### config.mk
export PLATFORM = sky130hd
export DESIGN_NAME = data_mem_access
export DESIGN_NICKNAME = d
export VERILOG_FILES = /design/src/rtl/data_mem_access.sv
export SDC_FILE = /design/constraint.sdc
export NUM_CORES = 1
export LEC_CHECK = 0
export ABC_AREA = 1
export CORE_MARGIN = 2
export CORE_UTILIZATION = 26
export CTS_BUF_LIST = sky130_fd_sc_hd__clkbuf_16
export DETAILED_ROUTE_END_ITERATION = 7
export GPL_ROUTABILITY_DRIVEN = 1
export GPL_TIMING_DRIVEN = 1
export REMOVE_ABC_BUFFERS = 1
export SLEW_MARGIN = 5
export SYNTH_ARGS = -nofsm -noshare
export SYNTH_HDL_FRONTEND = slang
export SYNTH_SLANG_ARGS = --single-unit
### constraint.sdc
create_clock -name clk -period 1.98 [get_ports clk]
set_input_delay 0.396 -clock clk [delete_from_list [all_inputs] [get_ports clk]]
set_output_delay 0.396 -clock clk [all_outputs]
set_load 0.05 [all_outputs]
### src/rtl/data_mem_access.sv
// Load/store initiator for a word-wide, 1-cycle-latency data memory: big-endian lane
// extraction with sign/zero extension, read-modify-write for sub-word stores, misalignment checks.
module data_mem_access #(
    parameter int WORD_IDX_W = 24
) (
    input  logic        clk,
    input  logic        rst_n,
    input  logic        req,
    input  logic        req_we,
    input  logic [1:0]  req_size,
    input  logic        req_signed,
    input  logic [31:0] req_addr,
    input  logic [31:0] req_wdata,
    output logic        busy,
    output logic        resp_valid,
    output logic [31:0] resp_rdata,
    output logic        resp_err,
    output logic [31:0] data_adress,
    output logic [31:0] data_writedata,
    output logic        data_write,
    input  logic [31:0] data_readdata
);

    typedef enum logic [1:0] {
        IDLE     = 2'd0,
        LD_WAIT  = 2'd1,
        RMW_WAIT = 2'd2,
        RMW_WR   = 2'd3
    } state_t;

    localparam logic [1:0] SZ_BYTE = 2'b00;
    localparam logic [1:0] SZ_HALF = 2'b01;
    localparam logic [1:0] SZ_WORD = 2'b10;

    state_t                state_r;
    logic [WORD_IDX_W-1:0] idx_r;
    logic [1:0]            off_r;
    logic [1:0]            size_r;
    logic                  signed_r;
    logic [15:0]           wdata_r;
    logic [31:0]           merge_r;
    logic                  err_s;
    logic                  addr_hi_unused_s;

    // Big-endian lane pick: offset 0 is the most significant byte of the word.
    function automatic logic [31:0] load_extract(input logic [31:0] word, input logic [1:0] off,
                                                 input logic [1:0] size, input logic sgn);
        logic [7:0]  b;
        logic [15:0] h;
        logic [31:0] res;
        case (off)
            2'd0:    b = word[31:24];
            2'd1:    b = word[23:16];
            2'd2:    b = word[15:8];
            default: b = word[7:0];
        endcase
        h = off[1] ? word[15:0] : word[31:16];
        case (size)
            SZ_BYTE: res = sgn ? {{24{b[7]}}, b} : {24'd0, b};
            SZ_HALF: res = sgn ? {{16{h[15]}}, h} : {16'd0, h};
            default: res = word;
        endcase
        return res;
    endfunction

    function automatic logic [31:0] store_merge(input logic [31:0] word, input logic [15:0] wd,
                                                input logic [1:0] off, input logic [1:0] size);
        logic [31:0] res;
        res = word;
        if (size == SZ_BYTE) begin
            case (off)
                2'd0:    res[31:24] = wd[7:0];
                2'd1:    res[23:16] = wd[7:0];
                2'd2:    res[15:8]  = wd[7:0];
                default: res[7:0]   = wd[7:0];
            endcase
        end else if (off[1]) begin
            res[15:0] = wd;
        end else begin
            res[31:16] = wd;
        end
        return res;
    endfunction

    assign addr_hi_unused_s = ^req_addr[31:WORD_IDX_W+2];

    // Illegal size or misaligned half/word request.
    always_comb begin
        err_s = 1'b0;
        if (req_size == 2'b11) begin
            err_s = 1'b1;
        end else if (req_size == SZ_HALF) begin
            err_s = req_addr[0];
        end else if (req_size == SZ_WORD) begin
            err_s = (req_addr[1:0] != 2'b00);
        end else begin
            err_s = 1'b0;
        end
    end

    // Memory-side drive: the read is issued straight from req_addr in the accept cycle.
    always_comb begin
        busy           = (state_r != IDLE);
        data_adress    = 32'd0;
        data_writedata = req_wdata;
        data_write     = 1'b0;
        if (state_r == IDLE) begin
            data_adress = {{(32-WORD_IDX_W){1'b0}}, req_addr[WORD_IDX_W+1:2]};
        end else begin
            data_adress = {{(32-WORD_IDX_W){1'b0}}, idx_r};
        end
        if (!rst_n) begin
            data_write = 1'b0;
        end else if (state_r == RMW_WR) begin
            data_write     = 1'b1;
            data_writedata = merge_r;
        end else if (state_r == IDLE) begin
            data_write = req && req_we && (req_size == SZ_WORD) && !err_s;
        end else begin
            data_write = 1'b0;
        end
    end

    // Request FSM with registered response outputs.
    always_ff @(posedge clk or negedge rst_n) begin
        if (!rst_n) begin
            state_r    <= IDLE;
            idx_r      <= '0;
            off_r      <= 2'd0;
            size_r     <= 2'd0;
            signed_r   <= 1'b0;
            wdata_r    <= 16'd0;
            merge_r    <= 32'd0;
            resp_valid <= 1'b0;
            resp_rdata <= 32'd0;
            resp_err   <= 1'b0;
        end else begin
            resp_valid <= 1'b0;
            case (state_r)
                IDLE: begin
                    if (req) begin
                        idx_r    <= req_addr[WORD_IDX_W+1:2];
                        off_r    <= req_addr[1:0];
                        size_r   <= req_size;
                        signed_r <= req_signed;
                        wdata_r  <= req_wdata[15:0];
                        if (err_s || (req_we && req_size == SZ_WORD)) begin
                            resp_valid <= 1'b1;
                            resp_err   <= err_s;
                            resp_rdata <= 32'd0;
                        end else if (!req_we) begin
                            state_r <= LD_WAIT;
                        end else begin
                            state_r <= RMW_WAIT;
                        end
                    end
                end
                LD_WAIT: begin
                    resp_valid <= 1'b1;
                    resp_err   <= 1'b0;
                    resp_rdata <= load_extract(data_readdata, off_r, size_r, signed_r);
                    state_r    <= IDLE;
                end
                RMW_WAIT: begin
                    merge_r <= store_merge(data_readdata, wdata_r, off_r, size_r);
                    state_r <= RMW_WR;
                end
                RMW_WR: begin
                    resp_valid <= 1'b1;
                    resp_err   <= 1'b0;
                    resp_rdata <= 32'd0;
                    state_r    <= IDLE;
                end
                default: state_r <= IDLE;
            endcase
        end
    end

endmodule

== Word-level counts from Yosys, hierarchy flattened ==
Index checks and enable logic that the tools add are counted.

* Multiply operators: 0
* Shift operators: 0
* Mux-type cells: 34
* Bitwise gates (word level): 0
* Div/mod/pow operators: 0
* Equal/unequal tests: 12
* Magnitude comparators: 0
* Reduce and logical (&&, ||, !) cells: 19
* Add/subtract/negate cells: 0

{| class="wikitable"
|+ Operators with widths
! operator !! count
|-
| $mux W32 || 7
|-
| $pmux W32 S3 || 1
|-
| $pmux W32 S2 || 1
|-
| $mux W16 || 3
|-
| $mux W8 || 4
|-
| $mux W24 || 1
|-
| $pmux W8 S3 || 1
|-
| $eq A2 B2 Y1 const B || 5
|-
| $mux W1 || 10
|-
| $eq A2 B1 Y1 const B || 4
|-
| $logic_not A2 Y1 || 3
|-
| $mux W2 || 3
|-
| $pmux W2 S3 || 1
|-
| $reduce_and A3 Y1 || 2
|-
| $reduce_bool A2 Y1 || 3
|-
| $logic_and A1 B1 Y1 || 4
|-
| $ne A2 B2 Y1 const B || 2
|-
| $pmux W1 S2 || 2
|-
| $reduce_and A2 Y1 || 2
|-
| $reduce_bool A3 Y1 || 1
|-
| $reduce_or A3 Y1 || 1
|-
| $ne A2 B1 Y1 const B || 1
|-
| $reduce_or A2 Y1 || 1
|-
| $logic_not A1 Y1 || 1
|-
| $logic_or A1 B1 Y1 || 1
|}

* Memories kept: 0
* Bits in registers: 113
* Bits in writable memories: 0
* Input bits: 103
* Logic and storage cells: 75
* Latch bits: 0
* Memory bits (read-only): 0

== Longest topological paths before layout ==
* Depth in word-level cells: 9
* Depth in mapped cells: 10
* Mapped depth without buffers: 9

== Least setup slack after synthesis ==
OpenSTA, ideal clock, no wires.

* Path type: register to output
* From: register state_r[1]
* To: output port data_adress[10]
* Arrival time: 2450 ps
* Cell stages (with the launch flop): 6
* Path buffers: 2
* Data required time: 1584 ps
* Path slack: -866 ps
* Path through: dfrtp_1 nor2_1 inv_1 buf_2 clkbuf_1 o21ai_0

* Cells in the longest elaborated chain, start to end: 2

{| class="wikitable"
|+ Ends and longest elaborated chain
! element !! line !! RTL
|-
| start: declaration || 35 || <nowiki>state_t state_r;</nowiki>
|-
| start signal: assignment || 127 || <nowiki>state_r <= IDLE;</nowiki>
|-
| start signal: assignment || 152 || <nowiki>state_r <= LD_WAIT;</nowiki>
|-
| start signal: assignment || 154 || <nowiki>state_r <= RMW_WAIT;</nowiki>
|-
| $logic_not A2 Y1 || 107 || <nowiki>if (state_r == IDLE) begin</nowiki>
|-
| $mux W24 || 107 ||
|-
| end: declaration || 18 || <nowiki>output logic [31:0] data_adress,</nowiki>
|}

Every way passes these cells.

== Worst setup path in the final report ==
* From: register state_r[1]
* To: output port data_adress[14]

Same word-level chain as after synthesis.

==> results_dict.tcl <==
set metrics [dict create \
    core_region_area_sq_mm 0.0250 \
    grt_setup_unrepaired "yes" \
    initial_utilization 0.263 \
    r2r_end "merge_r[17]" \
    drive_above_1_share 0.234 \
    finalCritPeriodShare 1.09 \
    critPathSlowestCell "dfrtp_1" \
    synth.distinct_cells 25 \
    h-tree-depth 4 \
    violations "setup timing" \
    clkLatencyLatePin_ns 0.42 \
    setup_tns_ns -7.99 \
    dieWidth_microns 163 \
    holdBufCountCts 0 \
    hold_viol_final 0 \
    status "finished with violations" \
    die_area_sq_mm 0.0267 \
    cp-start-kind "flop" \
    nets 1238 \
    hp-class "in -> async" \
    end_kind "primary output" \
    hold-worst-slack_ns 0.242 \
    fmax_mhz 463 \
    first_global_vias 6963 \
    cp_max_fo 6 \
    grt_overflow 0 \
    place_inst 1430 \
    drt-pass1-iter-count 8 \
    arrival_ns 1.77 \
    max_cap_violations 0 \
    numCtsBuffers 17 \
    fin_skew_ns 0.0158 \
    io_pins 203 \
    drc 0 \
    finalWirelength_mm 24.5 \
    leakage_nw 5.10 \
    wl_per_cell_microns 16.6 \
    grt_max_degree 114 \
    synth_seq_area_share 0.429 \
    min_period_ns 2.16 \
    final_cells 1476 \
    worst-setup-path-type "reg -> out" \
    ys_seq_elements 113 \
    syn_to_final_growth_pct 65.4 \
    die_y_microns 163 \
    crit_top_cell "buf_12" \
    cts_tree "yes" \
    drv_slew 0 \
    yosys_warnings 0 \
    required_ns 1.58 \
    row_count 58 \
    dp_hpwl_mm 16.7 \
    cts.sinks 113 \
    route.detailed.vias_per_inst 4.78 \
    postSynthAreaPerCell_sq_um 7.05 \
    max_stage_delay_ns 0.39 \
    rrSetupSlack_ns 0.31 \
    worstMarginPinSlew_ns 0.669 \
    grt_pass1_wl_mm 38.2 \
    cts_root_buf "clkbuf_16" \
    p_total_mw 17.7 \
    vias 7060 \
    groute.usage.overall 0.186 \
    maxSlewHeadroom 0.554 \
    path_cells "buf_4, nor2_4, inv_6, buf_12, o21ai_1, buf_12" \
    r2r-start "off_r[1]" \
    port_buffers 188 \
    synth_area_sq_mm 0.00660 \
    syn_inst 935 \
    gp_congestion 0.891 \
    ir_worst_vdd_v 0.00118 \
    drtIter0Drc 448 \
    power.density_mw_per_mm2 1620 \
    cts_buffer_depth 2 \
    setup_violations 56 \
    reg2reg_depth 7 \
    fin_ws_ns -0.182 \
    grt_antenna_before_repair 3 \
    clk_pin_slew_worst_paths_ns 0.05 \
    drtAntennaViolNets 0 \
]
## area by class of cell
cell class | instances | area, sq um
diodes | 1 | 2.50
inverters | 106 | 403
repair buffers | 242 | 3040
fillers | 2481 | 14100
clock buffers | 17 | 425
flip-flops and latches | 113 | 2830
well taps | 330 | 413
clock inverters | 12 | 77.6
multi-input cells | 655 | 3710
## metal layers
metal	GRT usage	vias up	routed length, microns
met5	0	-	23
met4	0.0539	4	484
met3	0.0719	32	2380
met2	0.297	295	11300
met1	0.232	3302	10300
li1	-	3427	-
## logic make-up after synthesis
group / share of synthesized area
simple gates: 0.257
other cells: 0.000569
mux: 0.0102
flops: 0.429
buf+inv: 0.112
compound gates: 0.192
## placed cells by master, fill, tap and decap left out, drive strengths merged
cell type and count:
dlygate4sd2 6, clkdlybuf4s50 95, a21oi 53, o211ai 37, conb 8, clkinvlp 1, o22ai 1, a31oi 21
diode 1, o21ai 117, inv 106, buf 141, clkinv 10, bufinv 1, or2 2, nor2 60
nand2 276, dfrtp 113, clkbuf 17, nand3 74, mux2 6
## cell usage after synthesis
cell	instances	share of area
a21oi_1	53	0.040
a31oi_1	21	0.020
buf_1	3	0.0017
buf_2	23	0.017
buf_4	10	0.011
buf_6	2	0.0034
clkbuf_1	29	0.017
clkbuf_2	1	0.00076
conb_1	1	0.00057
dfrtp_1	113	0.43
inv_1	101	0.057
inv_2	5	0.0028
mux2_2	6	0.010
nand2_1	273	0.16
nand2_2	2	0.0019
nand2_4	1	0.0017
nand3_1	73	0.055
nand3_4	1	0.0027
nor2_1	56	0.032
nor2_2	1	0.00095
nor2_4	3	0.0051
o211ai_1	37	0.042
o21ai_0	117	0.089
o22ai_1	1	0.00095
or2_2	2	0.0019
## critical path, delay by kind of cell (launching register included)
| family | cells | cell delay (ns) |
|---|---|---|
| AND/OR/NAND/NOR | 1 | 0.16 |
| buffers and inverters | 4 | 0.57 |
| AO/OA/AOI/OAI | 1 | 0.22 |
| flip-flops | 1 | 0.39 |
## stage by stage
stage,cell area [sq um],setup slack [ns],utilization
after floorplan,6280,-1.41,-
after global placement,9450,-0.142,0.377
after detailed placement,9450,-0.169,0.377
after CTS,10800,-0.192,0.432
after global routing,10900,-0.261,0.436
final,10900,-0.182,0.436
## worst max path at each step
stage / start / to / cells after the start
after floorplan: state_r[1] / data_writedata[17] / 2
after global placement: req_size[0] / data_write / 7
after detailed placement: req_size[0] / data_write / 7
after CTS: state_r[1] / data_adress[6] / 8
after global routing: state_r[1] / data_adress[6] / 8
final: state_r[1] / data_adress[14] / 6
## sequential cells by signal, indices dropped and copies added (netlist names)
name	cells
resp_valid	1
state_r	2
wdata_r	16
off_r	2
resp_rdata	32
signed_r	1
idx_r	24
size_r	2
resp_err	1
merge_r	32
## power by group
group | internal, mW | switching (mW) | leakage, nW
Combinational | 4.19 | 6.67 | 3.47
Clock | 1.65 | 1.04 | 0.244
Sequential | 3.34 | 0.760 | 1.39
## repair_timing
| item | in CTS | in global routing |
|---|---|---|
| gates resized for setup | 169 | 26 |
| buffers inserted | 8 | 1 |
| pin swaps | 19 | 1 |
| setup endpoints to repair | 63 | 58 |
| cloned | 8 | 0 |
No activity file was read; power rests on OpenSTA's default activity.
